--- config.mk ---
export PLATFORM = sky130hd
export DESIGN_NAME = demux_32b_1x2_buffered
export DESIGN_NICKNAME = d
export VERILOG_FILES = /design/src/rtl/demux_32b_1x2_buffered_pkg.sv /design/src/rtl/demux_32b_1x2_buffered_fifo.sv /design/src/rtl/demux_32b_1x2_buffered.sv
export SDC_FILE = /design/constraint.sdc
export NUM_CORES = 1
export LEC_CHECK = 0
export CORE_MARGIN = 2
export CORE_UTILIZATION = 55
export CTS_CLUSTER_DIAMETER = 100
export DETAILED_ROUTE_END_ITERATION = 6
export PLACE_DENSITY = 0.75
export SYNTH_ARGS = -nofsm -noshare
export SYNTH_HDL_FRONTEND = slang
export SYNTH_SLANG_ARGS = --single-unit
export TNS_END_PERCENT = 10
--- constraint.sdc ---
create_clock -name clk -period 9.7 [get_ports clk]
set_clock_uncertainty 0.15 [all_clocks]
set_input_delay 1.94 -clock clk [delete_from_list [all_inputs] [get_ports clk]]
set_output_delay 1.94 -clock clk [all_outputs]
set_load 0.01 [all_outputs]
--- src/rtl/demux_32b_1x2_buffered_pkg.sv ---
// Shared constants and helpers for the buffered 1-to-2 word demultiplexer.
package demux_32b_1x2_buffered_pkg;

    localparam int unsigned DATA_W = 32;

    localparam logic DEST_0 = 1'b0;
    localparam logic DEST_1 = 1'b1;

    // Ceiling log2, used to size FIFO pointers.
    function automatic int unsigned clog2(input int unsigned value);
        int unsigned result;
        result = 0;
        for (int unsigned v = 1; v < value; v = v << 1) begin
            result = result + 1;
        end
        return result;
    endfunction

endpackage

--- src/rtl/demux_32b_1x2_buffered_fifo.sv ---
// Single-clock FIFO with a registered head word that holds its last value when empty.
module demux_fifo
    import demux_32b_1x2_buffered_pkg::*;
#(
    parameter int unsigned WIDTH = DATA_W,
    parameter int unsigned DEPTH = 2,
    localparam int unsigned AW = clog2(DEPTH)
) (
    input  logic             clk_i,
    input  logic             rst_i,
    input  logic             push_i,
    input  logic [WIDTH-1:0] wdata_i,
    input  logic             pop_i,
    output logic [WIDTH-1:0] rdata_o,
    output logic             full_o,
    output logic             empty_o,
    output logic [AW:0]      count_o
);

    localparam logic [AW:0] FULL_CNT = (AW+1)'(DEPTH);

    logic [WIDTH-1:0] mem_q [DEPTH];
    logic [AW-1:0]    wr_ptr_q, wr_ptr_d;
    logic [AW-1:0]    rd_ptr_q, rd_ptr_d;
    logic [AW:0]      count_q, count_d;
    logic [WIDTH-1:0] head_q, head_d;

    always_comb begin
        wr_ptr_d = wr_ptr_q + AW'(push_i);
        rd_ptr_d = rd_ptr_q + AW'(pop_i);
        count_d  = count_q + (AW+1)'(push_i) - (AW+1)'(pop_i);
        head_d   = head_q;
        // The pushed word becomes the head when the post-edge read pointer lands on its slot.
        if (push_i && (rd_ptr_d == wr_ptr_q)) begin
            head_d = wdata_i;
        end else if (pop_i && (count_d != '0)) begin
            head_d = mem_q[rd_ptr_d];
        end
    end

    always_ff @(posedge clk_i or posedge rst_i) begin
        if (rst_i) begin
            wr_ptr_q <= '0;
            rd_ptr_q <= '0;
            count_q  <= '0;
            head_q   <= '0;
            for (int unsigned i = 0; i < DEPTH; i++) begin
                mem_q[i] <= '0;
            end
        end else begin
            wr_ptr_q <= wr_ptr_d;
            rd_ptr_q <= rd_ptr_d;
            count_q  <= count_d;
            head_q   <= head_d;
            if (push_i) begin
                mem_q[wr_ptr_q] <= wdata_i;
            end
        end
    end

    assign rdata_o = head_q;
    assign full_o  = (count_q == FULL_CNT);
    assign empty_o = (count_q == '0);
    assign count_o = count_q;

    a_count_range: assert property (@(posedge clk_i) disable iff (rst_i) count_q <= FULL_CNT);
    a_no_underflow: assert property (@(posedge clk_i) disable iff (rst_i) !(pop_i && empty_o));
    a_no_overflow: assert property (@(posedge clk_i) disable iff (rst_i) !(push_i && full_o));

endmodule

--- src/rtl/demux_32b_1x2_buffered.sv ---
// 1-to-2 word demultiplexer with an independent FIFO per destination.
module demux_32b_1x2_buffered
    import demux_32b_1x2_buffered_pkg::*;
#(
    parameter int unsigned WIDTH = DATA_W,
    parameter int unsigned DEPTH = 2,
    localparam int unsigned AW = clog2(DEPTH)
) (
    input  logic             clk,
    input  logic             rst,
    input  logic [WIDTH-1:0] in_data,
    input  logic             in_sel,
    input  logic             in_valid,
    output logic             in_ready,
    output logic [WIDTH-1:0] out0_data,
    output logic             out0_valid,
    input  logic             out0_ready,
    output logic [WIDTH-1:0] out1_data,
    output logic             out1_valid,
    input  logic             out1_ready,
    output logic [AW:0]      out0_count,
    output logic [AW:0]      out1_count
);

    logic full0, full1;
    logic empty0, empty1;
    logic accept;
    logic push0, push1;
    logic pop0, pop1;

    // Readiness looks only at registered occupancy, so a same-cycle pop never frees a slot.
    assign in_ready = (in_sel == DEST_1) ? ~full1 : ~full0;
    assign accept   = in_valid & in_ready;
    assign push0    = accept & (in_sel == DEST_0);
    assign push1    = accept & (in_sel == DEST_1);

    assign out0_valid = ~empty0;
    assign out1_valid = ~empty1;
    assign pop0       = out0_valid & out0_ready;
    assign pop1       = out1_valid & out1_ready;

    demux_fifo #(
        .WIDTH (WIDTH),
        .DEPTH (DEPTH)
    ) u_fifo0 (
        .clk_i   (clk),
        .rst_i   (rst),
        .push_i  (push0),
        .wdata_i (in_data),
        .pop_i   (pop0),
        .rdata_o (out0_data),
        .full_o  (full0),
        .empty_o (empty0),
        .count_o (out0_count)
    );

    demux_fifo #(
        .WIDTH (WIDTH),
        .DEPTH (DEPTH)
    ) u_fifo1 (
        .clk_i   (clk),
        .rst_i   (rst),
        .push_i  (push1),
        .wdata_i (in_data),
        .pop_i   (pop1),
        .rdata_o (out1_data),
        .full_o  (full1),
        .empty_o (empty1),
        .count_o (out1_count)
    );

endmodule

; Word-level counts from Yosys, hierarchy flattened
; Cells that the tools add are included.
[word_totals]
ff_bits = 200
latchBits = 0
ramBits = 0
rom_bits = 0
input_bits = 38
word_cells = 73
memories = 0
[classes]
add_sub_neg = 8
n_mul = 0
n_div = 0
order_cmp = 6
eq_ne = 4
n_shift = 0
mux = 17
bitwise = 14
reduce_logical = 12
[ops]
columns = cell, count
row1 = two-way mux 32 bit, 12
row2 = bitwise mux 64 bit, 2
row3 = demux 32 bit (select 1 bit), 2
row4 = >= comparator 2 bit (second input constant), 4
row5 = NOT 1 -> 2 bit, 4
row6 = nonzero test 2 bit, 4
row7 = logical AND 1 bit, 6
row8 = bitwise AND 1 bit, 5
row9 = NOT 1 bit, 5
row10 = adder 1 bit, 4
row11 = adder 2 x 1 -> 2 bit, 2
row12 = equality test 2 bit (second input constant), 2
row13 = zero test 2 bit, 2
row14 = less-than comparator 2 x 1 -> 1 bit (second input constant), 2
row15 = subtractor 2 x 1 -> 2 bit, 2
row16 = equality test 1 bit, 2
row17 = two-way mux 1 bit, 1

; Logic depth before layout (Yosys ltp)
; Gate-level depths: netlist of run 1.
[logic_depth]
depth_word = 11
ltp_mapped = 10
mapped_depth_nobuf = 9

; Hierarchy
; From an unflattened synthesis of run 1, not the netlist that was laid out.
[hier_totals]
hier_cells = 745
area_unflattened_um2 = 8997.4
[modules_own_cells]
columns = module, n_inst, cells_each, area_per_inst_um2, seq_area_each_um2
row1 = demux_fifo, 2, 369, 4475.5, 2502.4
row2 = demux_32b_1x2_buffered, 1, 7, 46.3, 0.0

; Worst setup path before layout of run 1
; No wires, ideal clock.
[synth_timing]
kind = input to output
start = input port in_sel
end = output port in_ready
arrival_ns = 2.198
required_time_ns = 7.610
path_slack_ns = 5.412
stages = 1
n_path_buf = 0
path_cell_list = mux2i_1
[synth_between]
elab_chain_len = 1
[synth_lines]
columns = item, line
row1 = from (decl), demux_32b_1x2_buffered.sv:12  ; input logic in_sel,
row2 = two-way mux 1 bit, demux_32b_1x2_buffered.sv:32  ; assign in_ready = (in_sel == DEST_1) ? ~full1 : ~full0;
row3 = to (decl), demux_32b_1x2_buffered.sv:14  ; output logic in_ready,
; No other way between the ends.

; Worst setup path in the final report of run 1
; Ends and elaborated chain as after synthesis.

==> impl_metrics.sql, run 1 <==
INSERT INTO impl_metrics (metric_group, metric, value, unit) VALUES
('run_status', 'status', 'finished, final reports clean', ''),
('pwr', 'power_density', '349.5', 'nW/um^2'),
('pwr', 'power_leakage', '4.659', 'nW'),
('timing', 'timing_hold_violations_final', '0', ''),
('clock_tree', 'ctsLongestPathBuffers', '2', ''),
('finish', 'final_cell_area', '10880', 'um^2'),
('timing', 'max_slew.worst_pin.slew', '1.248', 'ns'),
('timing', 'relSlewSlack', '0.1661', ''),
('setup_path', 'most_prevalent_standard_cell_on_the_critical_path', 'sky130_fd_sc_hd__clkdlybuf4s50_1', ''),
('placed_design', 'portBuffers', '108', ''),
('setup_path', 'timing.reg2reg.worst_path_depth', '8', ''),
('global_route', 'largest_net_degree_at_the_start_of_global_routing', '120', ''),
('clock_tree', 'cts_made_buffers', '17', ''),
('placed_design', 'dpl_cell_area', '10270', 'um^2'),
('floorplanning', 'dieHeight', '131.8', 'um'),
('detailed_routing', 'route.detailed.vias_per_inst', '5.511', ''),
('setup_path', 'r2r-end', 'u_fifo0.rdata_o[10]$_DFFE_PP0P_', ''),
('worst_hold_path', 'holdPathEnd', 'u_fifo0.mem_q[54]$_DFFE_PP0P_', ''),
('setup_path', 'critPathLaunchType', 'input pin', ''),
('clock_tree', 'cts_htree_levels', '4', ''),
('timing', 'layout_worst_path_cycle_share', '0.5506', ''),
('timing', 'final.setup.tns', '0', 'ns'),
('worst_hold_path', 'min-delay-path-class', 'reg2reg', ''),
('timing', 'max_fclk', '187.2', 'MHz'),
('pwr', 'p_comb_frac', '0.416', ''),
('floorplanning', 'cell_rows', '46', ''),
('global_route', 'grt_antenna_before_repair', '0', ''),
('finish', 'syn2layout_area_growth', '21.08', '%'),
('pwr', 'vdd_ir_drop_max', '198.4', 'uV'),
('timing', 'final_critical_path_setup_slack', '4.359', 'ns'),
('global_route', 'global_route.overflow_total', '0', ''),
('pwr', 'p_sw', '1.168', 'mW'),
('finish', 'insertedDiodeCount', '0', ''),
('clock_tree', 'holdBufCountCts', '0', ''),
('clock_tree', 'post_cts_buffers', '0', ''),
('setup_path', 'internal_reg_to_reg_setup_slack', '6.01', 'ns'),
('yosys', 'ys_ff_latch', '200', ''),
('finish', 'post_route_cells_drive_above_1_share', '0.3713', ''),
('placed_design', 'gpl.final_weighted_congestion', '0.7234', ''),
('finish', 'finish.cell_count_without_fillers', '962', ''),
('yosys', 'mappedNetlistNets', '676', ''),
('placed_design', 'dpl_worst_slack', '4.176', 'ns'),
('floorplanning', 'floorplan.die_area', '17380', 'um^2'),
('timing', 'fin_crit', '5.341', 'ns'),
('clock_tree', 'cts_tree', 'done', ''),
('floorplanning', 'placeableCoreArea', '15940', 'um^2'),
('finish', 'design.final.nets', '774', ''),
('pwr', 'register_share_of_total_power', '0.394', ''),
('global_route', 'gr-usage-all-layers', '0.2228', ''),
('setup_path', 'crit_path_max_incr_delay', '0.56', 'ns'),
('run', 'maxCapViolCount', '0', ''),
('floorplanning', 'boundaryPins', '109', ''),
('timing', 'setup_viol_count_final', '0', ''),
('setup_path', 'crit_path_top_delay_cell', 'sky130_fd_sc_hd__clkdlybuf4s50_1', ''),
('setup_path', 'required', '7.61', 'ns'),
('yosys', 'postSynthAreaPerCell', '14.15', 'um^2'),
('clock_tree', 'worst_skew_pair.late_latency', '0.43', 'ns'),
('placed_design', 'detailed_placement_hpwl', '11360', 'um'),
('detailed_routing', 'drc_errors', '0', ''),
('global_route', 'first_global_vias', '5865', ''),
('worst_hold_path', 'hold_depth', '1', ''),
('clock_tree', 'clockRootBuffer', 'sky130_fd_sc_hd__clkbuf_16', ''),
('detailed_routing', 'drt-initial-drc-count', '325', ''),
('global_route', 'grt_first_pass_wirelength', '30470', 'um'),
('detailed_routing', 'via_count', '5302', ''),
('timing', 'rsz0062_at_grt', 'false', ''),
('pwr', 'intPower', '2.635', 'mW'),
('timing', 'maxSlewViolCount', '0', ''),
('yosys', 'yosys.cell_types.count', '30', ''),
('yosys', 'sequential_fraction_of_the_synthesis_area', '0.5569', ''),
('clock_tree', 'ctsResizeCount', '0', '');
-- cells in the mapped netlist (all sizes together) --
master | instances | area, um^2
buf | 27 | 153.9
dfrtp | 200 | 5005
mux2i | 33 | 330.3
and3 | 1 | 6.260
o21a | 1 | 7.510
nor3b | 1 | 7.510
xnor2 | 1 | 8.760
a21oi | 3 | 15.01
or2 | 2 | 12.51
nor3 | 1 | 5.000
nand3 | 2 | 10.01
o211ai | 1 | 7.510
nor2b | 2 | 12.51
a21boi | 1 | 7.510
xor2 | 5 | 58.81
inv | 8 | 30.03
nor2 | 2 | 7.510
ha | 3 | 37.54
o21ai | 40 | 207.7
and3b | 1 | 8.760
mux2 | 256 | 2883
clkbuf | 8 | 30.03
nand2 | 36 | 135.1
-- registers in the layout (all words and copies together) (netlist names) --
signal / flops
u_fifo0.count_o: 2
u_fifo0.mem_q: 64
u_fifo0.rd_ptr_q: 1
u_fifo0.rdata_o: 32
u_fifo0.wr_ptr_q: 1
u_fifo1.count_o: 2
u_fifo1.mem_q: 64
u_fifo1.rd_ptr_q: 1
u_fifo1.rdata_o: 32
u_fifo1.wr_ptr_q: 1
-- power by group through the flow --
stage                     Sequential [mW]  Clock, mW  Combinational, mW
after global placement               1.48          0               1.53
final                                1.50      0.721               1.58
after CTS                            1.50      0.737               1.61
after detailed placement             1.51          0               1.60
after global routing                 1.55      0.765               1.72
after floorplan                      1.51          0               1.03
-- metal layers --
metal	routed length, um	global-route usage	up-vias
met4	220	0.06643	0
met5	0	0	-
met1	8154	0.2798	2728
met2	9399	0.3947	100
met3	664	0.04114	19
li1	-	-	2455
-- kinds of logic (layout without fill, tap and decap cells) --
kind of cell,Yosys count,count (layout),synth area share
AOI/OAI and AO/OA,46,46,0.02729
xor gates and xnor gates,6,6,0.007518
adders and majority gates,3,3,0.004177
buffers and inverters,43,154,0.02381
DFF,200,200,0.5569
muxes,289,289,0.3575
and+or+nand+nor,48,48,0.02283
-- stage by stage --
stage	hold WS [ns]	total power, mW
global placement	0.3334	3.011
finish	0.3546	3.803
CTS	0.3565	3.845
global route	0.3639	4.030
detailed placement	0.3413	3.110
floorplan	0.3250	2.538
-- cells in the final DEF (no fill, tap or decap) --
cell | synthesis | final
sky130_fd_sc_hd__a21boi_0 | 1 | 1
sky130_fd_sc_hd__a21oi_1 | 3 | 2
sky130_fd_sc_hd__a21oi_4 | 0 | 1
sky130_fd_sc_hd__and3_1 | 1 | 1
sky130_fd_sc_hd__and3b_1 | 1 | 1
sky130_fd_sc_hd__buf_4 | 3 | 6
sky130_fd_sc_hd__bufinv_16 | 0 | 2
sky130_fd_sc_hd__clkbuf_1 | 8 | 2
sky130_fd_sc_hd__clkbuf_16 | 0 | 17
sky130_fd_sc_hd__clkbuf_8 | 0 | 5
sky130_fd_sc_hd__clkdlybuf4s50_1 | 0 | 108
sky130_fd_sc_hd__clkinv_4 | 0 | 2
sky130_fd_sc_hd__clkinvlp_4 | 0 | 2
sky130_fd_sc_hd__dfrtp_1 | 200 | 200
sky130_fd_sc_hd__ha_1 | 3 | 1
sky130_fd_sc_hd__ha_2 | 0 | 2
sky130_fd_sc_hd__inv_1 | 8 | 7
sky130_fd_sc_hd__inv_6 | 0 | 2
sky130_fd_sc_hd__inv_8 | 0 | 1
sky130_fd_sc_hd__mux2_1 | 30 | 30
sky130_fd_sc_hd__mux2_2 | 226 | 226
sky130_fd_sc_hd__mux2i_1 | 33 | 33
sky130_fd_sc_hd__nand2_1 | 36 | 33
sky130_fd_sc_hd__nand2_2 | 0 | 3
sky130_fd_sc_hd__nand3_1 | 2 | 2
sky130_fd_sc_hd__nor2_1 | 2 | 2
sky130_fd_sc_hd__nor2b_1 | 2 | 2
sky130_fd_sc_hd__nor3_2 | 0 | 1
sky130_fd_sc_hd__nor3b_1 | 1 | 1
sky130_fd_sc_hd__o211ai_1 | 1 | 1
sky130_fd_sc_hd__o21a_1 | 1 | 1
sky130_fd_sc_hd__o21ai_0 | 37 | 37
sky130_fd_sc_hd__o21ai_2 | 2 | 2
sky130_fd_sc_hd__o21ai_4 | 0 | 1
sky130_fd_sc_hd__or2_2 | 2 | 2
sky130_fd_sc_hd__xnor2_1 | 1 | 1
sky130_fd_sc_hd__xor2_1 | 3 | 3
sky130_fd_sc_hd__xor2_4 | 0 | 2
-- critical path: cells and delay by family --
| family | cells | cell delay (ns) |
|---|---|---|
| multiplexers | 1 | 0.21 |
| buffers and inverters | 2 | 1.10 |
-- final cells by class --
class,instances,area [um^2]
fillers,1141,5061
flip-flops and latches,200,5005
multi-input cells,392,3831
repair buffers,114,1126
clock buffers,24,501.7
well taps,216,270.3
clock inverters,8,110.1
inverters,8,37.54
-- how the worst max path moves through the flow --
stage,start,endpoint
after floorplan,rst,u_fifo0.count_o[0]$_DFF_PP0_
after global placement,in_sel,u_fifo0.rdata_o[11]$_DFFE_PP0P_
after detailed placement,in_sel,u_fifo0.rdata_o[10]$_DFFE_PP0P_
after CTS,in_sel,in_ready
after global routing,in_sel,in_ready
final,in_sel,in_ready
(Power assumes the default switching activity.)
==> inputs of run 2 (changes only) <==
==> constraint.sdc (replaced) <==
create_clock -name clk -period 5.4 [get_ports clk]
set_clock_uncertainty 0.15 [all_clocks]
set_input_delay 1.08 -clock clk [delete_from_list [all_inputs] [get_ports clk]]
set_output_delay 1.08 -clock clk [all_outputs]
set_load 0.01 [all_outputs]
==> impl_metrics.sql, run 2 (synthesized netlist as in run 1, its figures left out) <==
INSERT INTO impl_metrics (metric_group, metric, value, unit) VALUES
('clock_tree', 'cts_made_buffers', '17', ''),
('finish', 'most_common_cell_after_layout_fill_and_taps_aside', 'sky130_fd_sc_hd__mux2_2', ''),
('floorplanning', 'die_x', '131.8', 'um'),
('timing', 'layout_worst_path_cycle_share', '0.7484', ''),
('clock_tree', 'ctsResizeCount', '0', ''),
('pwr', 'fin_total_pwr', '6.828', 'mW'),
('detailed_routing', 'wl', '17960', 'um'),
('global_route', 'largest_net_degree_at_the_start_of_global_routing', '201', ''),
('finish', 'design.final.nets', '775', ''),
('setup_path', 'required', '5.57', 'ns'),
('clock_tree', 'holdBufCountCts', '0', ''),
('placed_design', 'gpl.final_weighted_congestion', '0.7594', ''),
('finish', 'post_route_cells_drive_above_1_share', '0.3748', ''),
('floorplanning', 'dieHeight', '131.8', 'um'),
('timing', 'maxSlewViolCount', '0', ''),
('clock_tree', 'cts_htree_levels', '4', ''),
('run', 'maxCapViolCount', '0', ''),
('clock_tree', 'worst_skew_pair.late_latency', '0.43', 'ns'),
('setup_path', 'cp-startpoint', 'in_sel', ''),
('floorplanning', 'cell_rows', '46', ''),
('placed_design', 'portBuffers', '108', ''),
('clock_tree', 'clk_pin_slew_worst_paths', '0.07', 'ns'),
('setup_path', 'worstSetupPathType', 'in2reg', ''),
('timing', 'final.setup.tns', '0', 'ns'),
('worst_hold_path', 'worst_hold_startpoint', 'u_fifo0.mem_q[19]$_DFFE_PP0P_', ''),
('setup_path', 'critPathCaptureType', 'register', ''),
('detailed_routing', 'avgRoutedWirePerCell', '18.63', 'um'),
('global_route', 'grt_first_pass_wirelength', '29720', 'um'),
('clock_tree', 'ctsLongestPathBuffers', '2', ''),
('placed_design', 'detailed_placement_hpwl', '10950', 'um'),
('timing', 'setup_viol_count_final', '0', ''),
('setup_path', 'critPathLaunchType', 'input pin', ''),
('pwr', 'vdd_ir_drop_max', '313.8', 'uV'),
('finish', 'syn2layout_area_growth', '21.30', '%'),
('detailed_routing', 'via_count', '5316', ''),
('clock_tree', 'cts.sinks', '200', ''),
('floorplanning', 'floorplan.die_area', '17380', 'um^2'),
('finish', 'final_cell_area', '10900', 'um^2'),
('setup_path', 'critPathMaxFanout', '18', ''),
('run_status', 'status', 'finished, final reports clean', ''),
('setup_path', 'regToRegStartpoint', 'u_fifo0.count_o[1]$_DFF_PP0_', ''),
('floorplanning', 'initial_core_util', '0.5637', ''),
('floorplanning', 'placeableCoreArea', '15940', 'um^2'),
('timing', 'max_fclk', '247.4', 'MHz'),
('finish', 'layout_common_cells', '226 x sky130_fd_sc_hd__mux2_2, 200 x sky130_fd_sc_hd__dfrtp_1, 108 x sky130_fd_sc_hd__clkdlybuf4s50_1', ''),
('finish', 'biggestRegsByFlops', 'u_fifo0.mem_q x64, u_fifo1.mem_q x64', ''),
('timing', 'final_critical_path_setup_slack', '1.359', 'ns'),
('pwr', 'power_leakage', '4.652', 'nW'),
('global_route', 'gr-usage-all-layers', '0.2173', ''),
('pwr', 'power_density', '626.3', 'nW/um^2'),
('detailed_routing', 'drt_pass_1_iters', '6', ''),
('timing', 'timing_hold_violations_final', '0', ''),
('setup_path', 'worst-endpoint-arrival', '4.21', 'ns'),
('detailed_routing', 'antenna_violating_nets_post_route', '0', ''),
('global_route', 'first_global_vias', '5702', ''),
('timing', 'relSlewSlack', '0.2905', ''),
('timing', 'rsz0062_at_grt', 'false', ''),
('clock_tree', 'post_cts_buffers', '0', ''),
('detailed_routing', 'route.detailed.vias_per_inst', '5.515', ''),
('clock_tree', 'clockRootBuffer', 'sky130_fd_sc_hd__clkbuf_16', ''),
('floorplanning', 'boundaryPins', '109', ''),
('placed_design', 'dpl_cell_area', '10290', 'um^2'),
('placed_design', 'dpl_worst_slack', '0.8730', 'ns'),
('detailed_routing', 'drt-initial-drc-count', '239', ''),
('global_route', 'global_route.overflow_total', '0', ''),
('timing', 'fin_crit', '4.042', 'ns'),
('worst_hold_path', 'min-delay-path-class', 'reg2reg', ''),
('global_route', 'grt_antenna_before_repair', '1', ''),
('timing', 'max_slew.worst_pin.slew', '1.064', 'ns'),
('clock_tree', 'cts_tree', 'done', ''),
('detailed_routing', 'drc_errors', '0', '');
-- run 2: cell types whose count changed in the layout (fill, tap and decap cells not counted), sizes merged --
| cell | previous run | this run |
|---|---|---|
| bufinv | 2 | 3 |
| buf | 6 | 7 |
| inv | 10 | 9 |
| diode | 0 | 1 |
| clkinv | 2 | 3 |
| clkbuf | 24 | 18 |
| clkinvlp | 2 | 7 |
-- run 2: cell type report --
class | count | area [um^2]
diodes | 1 | 2.502
clock inverters | 14 | 173.9
multi-input cells | 392 | 3831
repair buffers | 115 | 1146
clock buffers | 18 | 439.2
fillers | 1112 | 5041
well taps | 216 | 270.3
flip-flops and latches | 200 | 5005
inverters | 8 | 33.78
-- run 2: worst paths after layout --
path	to	slack, ns	depth (start not counted)
min in group asynchronous	u_fifo1.count_o[1]$_DFF_PP0_	1.14	3
max in group asynchronous	u_fifo0.mem_q[45]$_DFFE_PP0P_	3.18	3
setup / recovery	u_fifo0.rdata_o[29]$_DFFE_PP0P_	1.36	9
setup reg to reg	u_fifo0.rdata_o[29]$_DFFE_PP0P_	1.84	9
hold reg to reg	u_fifo0.mem_q[19]$_DFFE_PP0P_	0.35	1
hold / removal	u_fifo0.mem_q[19]$_DFFE_PP0P_	0.35	1
-- run 2: metal layers --
layer | wire [um] | global-route usage
met1 | 8197 | 0.2825
met2 | 9003 | 0.3659
met3 | 475 | 0.04306
met4 | 286 | 0.07729
met5 | 0 | 0
-- run 2: through the flow --
stage,util,instances,hold slack (ns)
finish,0.6838,964,0.3543
global route,0.6838,964,0.3706
CTS,0.6836,963,0.3572
detailed placement,0.6452,931,0.3401
global placement,0.6452,931,0.3334
floorplan,-,635,0.3250
-- run 2: critical path, cell delays in order --
cell and delay, ns:
sky130_fd_sc_hd__clkdlybuf4s50_1 0.47, sky130_fd_sc_hd__nor3b_1 0.53, sky130_fd_sc_hd__ha_1 0.34, sky130_fd_sc_hd__o21a_1 0.14
sky130_fd_sc_hd__o21ai_0 0.12, sky130_fd_sc_hd__a21oi_4 0.48, sky130_fd_sc_hd__buf_4 0.38, sky130_fd_sc_hd__mux2_2 0.38
sky130_fd_sc_hd__mux2_2 0.26
-- run 2: report_power, final --
| part | leakage [nW] | switching (mW) | internal (mW) | total (mW) |
|---|---|---|---|---|
| combinational | 1.98 | 1.11 | 1.72 | 2.83 |
| sequential | 2.39 | 0.431 | 2.26 | 2.69 |
| clock | 0.282 | 0.557 | 0.744 | 1.30 |
==> inputs of run 3 (changes only) <==
==> constraint.sdc (replaced) <==
create_clock -name clk -period 3.9 [get_ports clk]
set_clock_uncertainty 0.15 [all_clocks]
set_input_delay 0.78 -clock clk [delete_from_list [all_inputs] [get_ports clk]]
set_output_delay 0.78 -clock clk [all_outputs]
set_load 0.01 [all_outputs]
==> impl_metrics.sql, run 3 (synthesized netlist as in run 1, its figures left out) <==
INSERT INTO impl_metrics (metric_group, metric, value, unit) VALUES
('run_status', 'status', 'finished, final reports clean', ''),
('floorplanning', 'initial_core_util', '0.5637', ''),
('floorplanning', 'dieHeight', '131.8', 'um'),
('setup_path', 'worst-endpoint-arrival', '3.78', 'ns'),
('clock_tree', 'post_cts_buffers', '0', ''),
('setup_path', 'critPathLaunchType', 'input pin', ''),
('timing', 'max_slew.worst_pin.slew', '1.218', 'ns'),
('timing', 'maxSlewViolCount', '0', ''),
('finish', 'final.fill_count', '1101', ''),
('detailed_routing', 'drc_errors', '0', ''),
('clock_tree', 'holdBufCountCts', '0', ''),
('finish', 'most_common_cell_after_layout_fill_and_taps_aside', 'sky130_fd_sc_hd__mux2_2', ''),
('clock_tree', 'worst_skew_pair.late_latency', '0.43', 'ns'),
('floorplanning', 'boundaryPins', '109', ''),
('finish', 'finish.cell_count_without_fillers', '972', ''),
('detailed_routing', 'route.detailed.vias_per_inst', '5.592', ''),
('detailed_routing', 'wl', '19070', 'um'),
('finish', 'biggestRegsByFlops', 'u_fifo0.mem_q x64, u_fifo1.mem_q x64', ''),
('floorplanning', 'die_x', '131.8', 'um'),
('clock_tree', 'clk_pin_slew_worst_paths', '0.07', 'ns'),
('setup_path', 'critPathMaxFanout', '32', ''),
('detailed_routing', 'drt-initial-drc-count', '277', ''),
('setup_path', 'critPathCaptureType', 'register', ''),
('global_route', 'gr-usage-all-layers', '0.2291', ''),
('finish', 'design.final.nets', '784', ''),
('setup_path', 'required', '4.06', 'ns'),
('global_route', 'first_global_vias', '6013', ''),
('timing', 'relSlewSlack', '0.1860', ''),
('clock_tree', 'cts_made_buffers', '17', ''),
('timing', 'rsz0062_at_grt', 'false', ''),
('detailed_routing', 'antenna_violating_nets_post_route', '0', ''),
('clock_tree', 'ctsLongestPathBuffers', '2', ''),
('placed_design', 'cell_total_after_placement', '940', ''),
('clock_tree', 'clockRootBuffer', 'sky130_fd_sc_hd__clkbuf_16', ''),
('clock_tree', 'cts.sinks', '200', ''),
('placed_design', 'gpl.final_weighted_congestion', '0.7475', ''),
('finish', 'post_route_cells_drive_above_1_share', '0.3823', ''),
('timing', 'fin_hold_ws', '0.3528', 'ns'),
('global_route', 'largest_net_degree_at_the_start_of_global_routing', '100', ''),
('global_route', 'grt_antenna_before_repair', '0', ''),
('detailed_routing', 'drt_pass_1_iters', '4', ''),
('pwr', 'power_density', '876.9', 'nW/um^2'),
('clock_tree', 'cts_tree', 'done', ''),
('floorplanning', 'placeableCoreArea', '15940', 'um^2'),
('timing', 'fin_crit', '3.615', 'ns'),
('placed_design', 'detailed_placement_hpwl', '12150', 'um'),
('floorplanning', 'cell_rows', '46', ''),
('placed_design', 'portBuffers', '108', ''),
('finish', 'syn2layout_area_growth', '23.36', '%'),
('placed_design', 'dpl_worst_slack', '-0.1677', 'ns'),
('detailed_routing', 'via_count', '5435', ''),
('run', 'maxCapViolCount', '0', ''),
('pwr', 'power_leakage', '4.765', 'nW'),
('timing', 'layout_worst_path_cycle_share', '0.9270', ''),
('global_route', 'global_route.overflow_total', '0', ''),
('timing', 'final_critical_path_setup_slack', '0.2849', 'ns'),
('finish', 'layout_common_cells', '226 x sky130_fd_sc_hd__mux2_2, 200 x sky130_fd_sc_hd__dfrtp_1, 108 x sky130_fd_sc_hd__clkdlybuf4s50_1', ''),
('timing', 'setup_viol_count_final', '0', ''),
('pwr', 'vdd_ir_drop_max', '494.2', 'uV'),
('clock_tree', 'cts_htree_levels', '4', ''),
('timing', 'max_fclk', '276.6', 'MHz'),
('timing', 'timing_hold_violations_final', '0', ''),
('setup_path', 'worstSetupPathType', 'in2reg', ''),
('finish', 'insertedDiodeCount', '0', ''),
('worst_hold_path', 'min-delay-path-class', 'reg2reg', ''),
('global_route', 'grt_first_pass_wirelength', '31360', 'um'),
('floorplanning', 'floorplan.die_area', '17380', 'um^2'),
('clock_tree', 'ctsResizeCount', '0', ''),
('detailed_routing', 'avgRoutedWirePerCell', '19.62', 'um');
## run 3: layout make-up
type	instances	area, um^2	area share
Sequential cell	200	5005	0.4514
Multi-Input combinational cell	392	3831	0.3456
Timing Repair Buffer	124	1289	0.1162
Clock buffer	18	439.2	0.03961
Tap cell	216	270.3	0.02438
Clock inverter	14	219.0	0.01975
Inverter	8	33.78	0.003047
## run 3: through the flow
step | utilization | total power, mW | TNS [ns] | cell area, um^2
global placement | 0.6541 | 7.576 | -4.049 | 10430
CTS | 0.6954 | 9.823 | 0 | 11090
global route | 0.6954 | 10.27 | 0 | 11090
floorplan | - | 6.314 | 0 | 8991
finish | 0.6954 | 9.722 | 0 | 11090
detailed placement | 0.6541 | 7.856 | -4.729 | 10430
## run 3: path summary, 6_finish.rpt
path,depth (start not counted),slack (ns),to,start
min in group asynchronous,2,0.61,u_fifo1.count_o[1]$_DFF_PP0_,rst
hold / removal,1,0.35,u_fifo0.mem_q[39]$_DFFE_PP0P_,u_fifo0.mem_q[39]$_DFFE_PP0P_
setup / recovery,8,0.28,u_fifo0.rdata_o[14]$_DFFE_PP0P_,in_sel
hold reg to reg,1,0.35,u_fifo0.mem_q[39]$_DFFE_PP0P_,u_fifo0.mem_q[39]$_DFFE_PP0P_
setup reg to reg,8,0.50,u_fifo0.rdata_o[14]$_DFFE_PP0P_,u_fifo0.count_o[1]$_DFF_PP0_
max in group asynchronous,3,2.10,u_fifo1.mem_q[47]$_DFFE_PP0P_,rst
## run 3: where the power goes
part / switching (mW) / internal, mW / total [mW] / leakage, nW
clock network: 0.783 / 1.16 / 1.95 / 0.323
registers: 0.606 / 3.13 / 3.74 / 2.39
logic: 1.60 / 2.44 / 4.04 / 2.05
## run 3: per-layer routing
layer,wire length [um],up-vias,global-route usage,share of wire
met3,585,30,0.04460,0.031
met5,0,-,0,0
met2,10070,105,0.4069,0.53
met4,373,0,0.08092,0.020
li1,-,2475,-,-
met1,8046,2825,0.2800,0.42
## run 3: critical path, stage by stage
cell and delay (ns):
sky130_fd_sc_hd__clkdlybuf4s50_1 0.48, sky130_fd_sc_hd__nor3b_1 0.33, sky130_fd_sc_hd__ha_1 0.28, sky130_fd_sc_hd__o21a_1 0.14
sky130_fd_sc_hd__o21ai_0 0.12, sky130_fd_sc_hd__a21oi_4 0.94, sky130_fd_sc_hd__mux2_2 0.43, sky130_fd_sc_hd__mux2_2 0.28
==> variant 1, RTL diff (flow settings as in run 2) <==
`DEPTH` is set to 2 in 2 places; all go to 4.
--- a/src/rtl/demux_32b_1x2_buffered_fifo.sv
+++ b/src/rtl/demux_32b_1x2_buffered_fifo.sv
@@ -4,5 +4,5 @@
 #(
     parameter int unsigned WIDTH = DATA_W,
-    parameter int unsigned DEPTH = 2,
+    parameter int unsigned DEPTH = 4,
     localparam int unsigned AW = clog2(DEPTH)
 ) (
--- a/src/rtl/demux_32b_1x2_buffered.sv
+++ b/src/rtl/demux_32b_1x2_buffered.sv
@@ -4,5 +4,5 @@
 #(
     parameter int unsigned WIDTH = DATA_W,
-    parameter int unsigned DEPTH = 2,
+    parameter int unsigned DEPTH = 4,
     localparam int unsigned AW = clog2(DEPTH)
 ) (
Ports: changed (resized out0_count and out1_count); port bits go from 109 to 111. No check against the original RTL was run, so the function may have changed too.
==> variant 1 against run 2 <==
Sequential cell count is 134 higher; power is 76% higher; combinational power is 76% higher; routed wire length is 79% higher; die area is 64% higher; global-route usage is 1.8 points higher; design area is 60% higher; synthesized cell count is 68% higher; sequential power is 69% higher; setup slack worse by 0.063 ns; critical path depth is 2 higher; sequential share of layout area is 2.1 points higher; synthesized area is 66% higher; critical path type unchanged.
==> variant 1: results (changes against run 2) <==
metric;value;unit;change
critical path arrival;4.36;ns;+0.15 ns
WP buf/inv;3;;+1
leakage power;7.408;nW;+59%
Via density;5.947;;+7.8%
number of global-route vias before repair;9563;;+68%
hold_sp;u_fifo1.mem_q[120];;
DRT Pass-1 Iters;4;;-2
slowest CP cell;o31a_1;;
post-synthesis sequential area ratio;0.5598;;+0.002922
crit path from;in_valid;;
Ant. Diodes;0;;-1
peak supply drop;0.3411;mV;+8.7%
count of cell types in the netlist;31;;+3.3%
Vias;8950;;+68%
Total GRT Usage;0.2355;;+0.01824
H-tree levels;2;;-2
Area contributors post-synth;dfrtp_1 (56%), mux2_2 (19%), mux4_2 (9.7%);;
Net count, final;1191;;+54%
r2r setup slk;1.64;ns;-0.20 ns
routed wire length;32110;um;+79%
Regs by FF count;u_fifo0.mem_q x128, u_fifo1.mem_q x128;;
largest net degree at the start of global routing;165;;-18%
Max clock buf depth;3;;+1
Slew Limit Headroom;0.4084;;+0.1180
Post-Synth Adder-Cell Area;0.009386;;+0.005209
Placed Area;16220;um^2;+58%
status;complete, no violations;;
NetSw;0.003828;W;+82%
CP max stage delay;0.67;ns;+0.14 ns
initial DRC count;656;;+170%
reg2reg end;u_fifo0.rdata_o[23];;
Sequential cell area;8358;um^2;+67%
filler instances;1909;;+72%
antenna violations before repair;0;;-1
cts bufs inserted;36;;+19
xor and xnor area share after synthesis;0.009553;;+0.002036
first-pass GRT wire length;52700;um;+77%
I/O Buffers;110;;+1.9%
syn_nets;1112;;+64%
[variant 1: cell count changes after synthesis, sizes merged, moves of 5 or more]
cell and delta:
dfrtp +134, nand2 +94, a31oi +65, mux4 +64, nor2 +64, o21ai -40
mux2i -33, buf +30, clkbuf +30, ha +5
[variant 1: layout make-up]
type | count | area share
inverter | 12 | 0.002801
tap | 341 | 0.02449
multi-input combinational | 623 | 0.3477
clock inverter | 6 | 0.007470
timing repair buffer | 136 | 0.07656
clock buffer | 53 | 0.06119
sequential | 334 | 0.4798
[variant 1: worst min-delay path by stage]
stage / to / slack, ns
2_1_floorplan: u_fifo0.mem_q[116] / 0.30
3_3_place_gp: u_fifo0.mem_q[99] / 0.31
3_5_place_dp: u_fifo0.mem_q[100] / 0.32
4_1_cts: u_fifo0.mem_q[124] / 0.34
5_1_grt: u_fifo0.mem_q[100] / 0.35
6_report: u_fifo1.mem_q[120] / 0.34
[variant 1: cell families after synthesis]
logic type	after synthesis
buffers and inverters	107
AO/OA/AOI/OAI	71
XOR/XNOR	10
flip-flops	334
multiplexers	320
AND/OR/NAND/NOR	212
adder cells (fa/ha/maj)	10
[variant 1: power groups by stage]
stage                     combinational, W  sequential [W]  clock, W
after floorplan                    0.00367         0.00443         0
after global placement             0.00488         0.00450         0
after detailed placement           0.00504         0.00456         0
after CTS                          0.00506         0.00454   0.00254
after global routing               0.00543         0.00470   0.00265
final                              0.00499         0.00454   0.00250
[variant 1: through the flow]
step                std cells  TNS (ns)  worst slack [ns]
finish                   1505         0             1.295
global route             1505         0             1.121
CTS                      1505         0             1.320
detailed placement       1446         0            0.8542
global placement         1446         0             1.015
floorplan                1064    -97.73           -0.2926
[variant 1: metal layers]
metal  up-vias  share of wire  GRT usage
met2       193           0.49     0.3886
li1       3950              -          -
met4         0          0.025    0.07084
met3        56          0.036    0.03343
met5         -              0          0
met1      4751           0.45     0.3297
==> variant 2, RTL diff (config.mk and constraints of run 2) <==
Made on the original files. Reset style: synchronous (`rst_i`), changed in one clocked block.
--- a/src/rtl/demux_32b_1x2_buffered_fifo.sv
+++ b/src/rtl/demux_32b_1x2_buffered_fifo.sv
@@ -39,5 +39,5 @@
     end
 
-    always_ff @(posedge clk_i or posedge rst_i) begin
+    always_ff @(posedge clk_i) begin
         if (rst_i) begin
             wr_ptr_q <= '0;
Check against the original RTL: differs if rst is asserted again (counterexample within 4 cycles, from zero or initial values and one cycle with rst high); with rst held inactive, the same outputs for 4 cycles.
==> variant 2 against run 2 <==
Fmax up 0.99%; highest routed layer unchanged; cell count up 37%; setup slack improved by 0.040 ns; design area up 13%; routed wire length increased by 50%; first-iteration DRC count increased to 4.3 times the old value; sequential cell count is the same; critical endpoint is now in_ready; synthesized cell count is 61% higher; synthesized area up 17%; largest cell class unchanged.
Power is not compared: it rests on default switching activity, and its combinational part moved more than twofold at a synthesized area within 25%.
==> variant 2: results (changes against run 2) <==
metric;value;unit;change
Placed Cells;1292;;+39%
DRT Pass-1 Iters;5;;-1
routed wire length;27030;um;+50%
post-synthesis sequential area ratio;0.5018;;-0.05509
syn_nets;1060;;+57%
fraction of final layout cells sized beyond drive strength 1;0.08899;;-0.2858
first-pass GRT wire length;42230;um;+42%
Setup Slack @ Placement;1.314;ns;+0.4414 ns
r2r setup slk;2.13;ns;+0.29 ns
Synth top area share;0.3649;;-0.1919
Via density;6.424;;+17%
Worst Setup Slack, final;1.398;ns;+0.03962 ns
initial DRC count;1017;;+330%
Synth Flop Type;edfxtp_1;;
Area contributors post-synth;edfxtp_1 (36%), dfxtp_1 (14%), a32o_1 (5.9%);;
Async SR Flop Fraction;0;;-1.000
reg2reg end;u_fifo0.rdata_o[15];;
count of cell types in the netlist;53;;+77%
Syn Area/Cell;10.32;um^2;-27%
critical path arrival;2.77;ns;-1.44 ns
crit-path max FO;16;;-2
Slew Limit Headroom;0.2072;;-0.08322
status;complete, no violations;;
Net count, final;1116;;+44%
crit path from;u_fifo1.count_o[1];;
EDFF count, synth;128;;+128
Ant. Diodes;0;;-1
HPWL after DPL;16320;um;+49%
commonest cells in the netlist;edfxtp_1 (128), nor2_1 (118), and2_1 (94);;
largest net degree at the start of global routing;58;;-71%
GP Congestion;0.7959;;+4.8%
Reg-to-Reg Start;u_fifo0.count_o[1];;
Total GRT Usage;0.2669;;+0.04961
filler instances;1464;;+32%
cells on worst reg2reg path;6;;-3
worst setup path endpoint;in_ready;;
number of global-route vias before repair;7962;;+40%
Vias;8506;;+60%
[variant 2: cell types whose count changed in the layout (fill, tap and decap cells not counted), sizes merged, moves of 68 or more]
cell,run 2,this run
and2,0,95
dfrtp,200,0
dfxtp,0,72
edfxtp,0,128
mux2,256,0
nor2,2,118
nor3,1,69
[variant 2: cells by family after synthesis]
| group | synth area share |
|---|---|
| buf+inv | 0.04609 |
| compound gates | 0.1891 |
| mux | 0.04562 |
| fa+ha+maj | 0.001188 |
| flops | 0.5018 |
| simple gates | 0.2027 |
| xor+xnor | 0.01354 |
[variant 2: cell type report]
type / count / area [um^2] / area share
clock buffer: 17 / 425.4 / 0.03453
clock inverter: 15 / 122.6 / 0.009952
inverter: 6 / 22.52 / 0.001828
tap: 234 / 292.8 / 0.02376
timing repair buffer: 138 / 1319 / 0.1070
multi-input combinational: 714 / 4852 / 0.3938
sequential: 200 / 5286 / 0.4291
[variant 2: power breakdown]
part / switching, W / internal, W
clock network: 0.000597 / 0.000600
logic: 0.000774 / 0.000617
registers: 0.000113 / 0.00179
[variant 2: worst max-delay path: stages (launching register included)]
cell	delay (ns)
dfxtp_1	0.46
nor2b_1	0.97
mux2i_1	0.33
clkdlybuf4s50_1	0.57
[variant 2: routing by layer]
metal / vias to the layer above / share of wire / GRT usage
met4: 0 / 0.017 / 0.07452
met3: 45 / 0.083 / 0.05686
met1: 4156 / 0.43 / 0.3714
met5: - / 0 / 0
met2: 360 / 0.47 / 0.4256
li1: 3945 / - / -
[variant 2: stage by stage]
step	utilization	power [W]	instance area [um^2]
finish	0.6565	0.004495	12320
global route	0.6565	0.004703	12320
CTS	0.6565	0.004505	12320
detailed placement	0.6273	0.003318	11770
global placement	0.6273	0.003293	11770
floorplan	-	0.002858	10530
[variant 2: worst min-delay path by stage]
stage	start	end	slack [ns]	cells past startpoint
finish	u_fifo0.rdata_o[26]	u_fifo0.rdata_o[26]	0.32	1
global route	u_fifo1.rdata_o[5]	u_fifo1.rdata_o[5]	0.33	1
CTS	u_fifo0.rdata_o[26]	u_fifo0.rdata_o[26]	0.32	1
detailed placement	u_fifo0.rdata_o[26]	u_fifo0.rdata_o[26]	0.30	1
global placement	u_fifo1.rdata_o[19]	u_fifo1.rdata_o[19]	0.30	1
floorplan	u_fifo0.rdata_o[7]	u_fifo0.rdata_o[7]	0.33	2
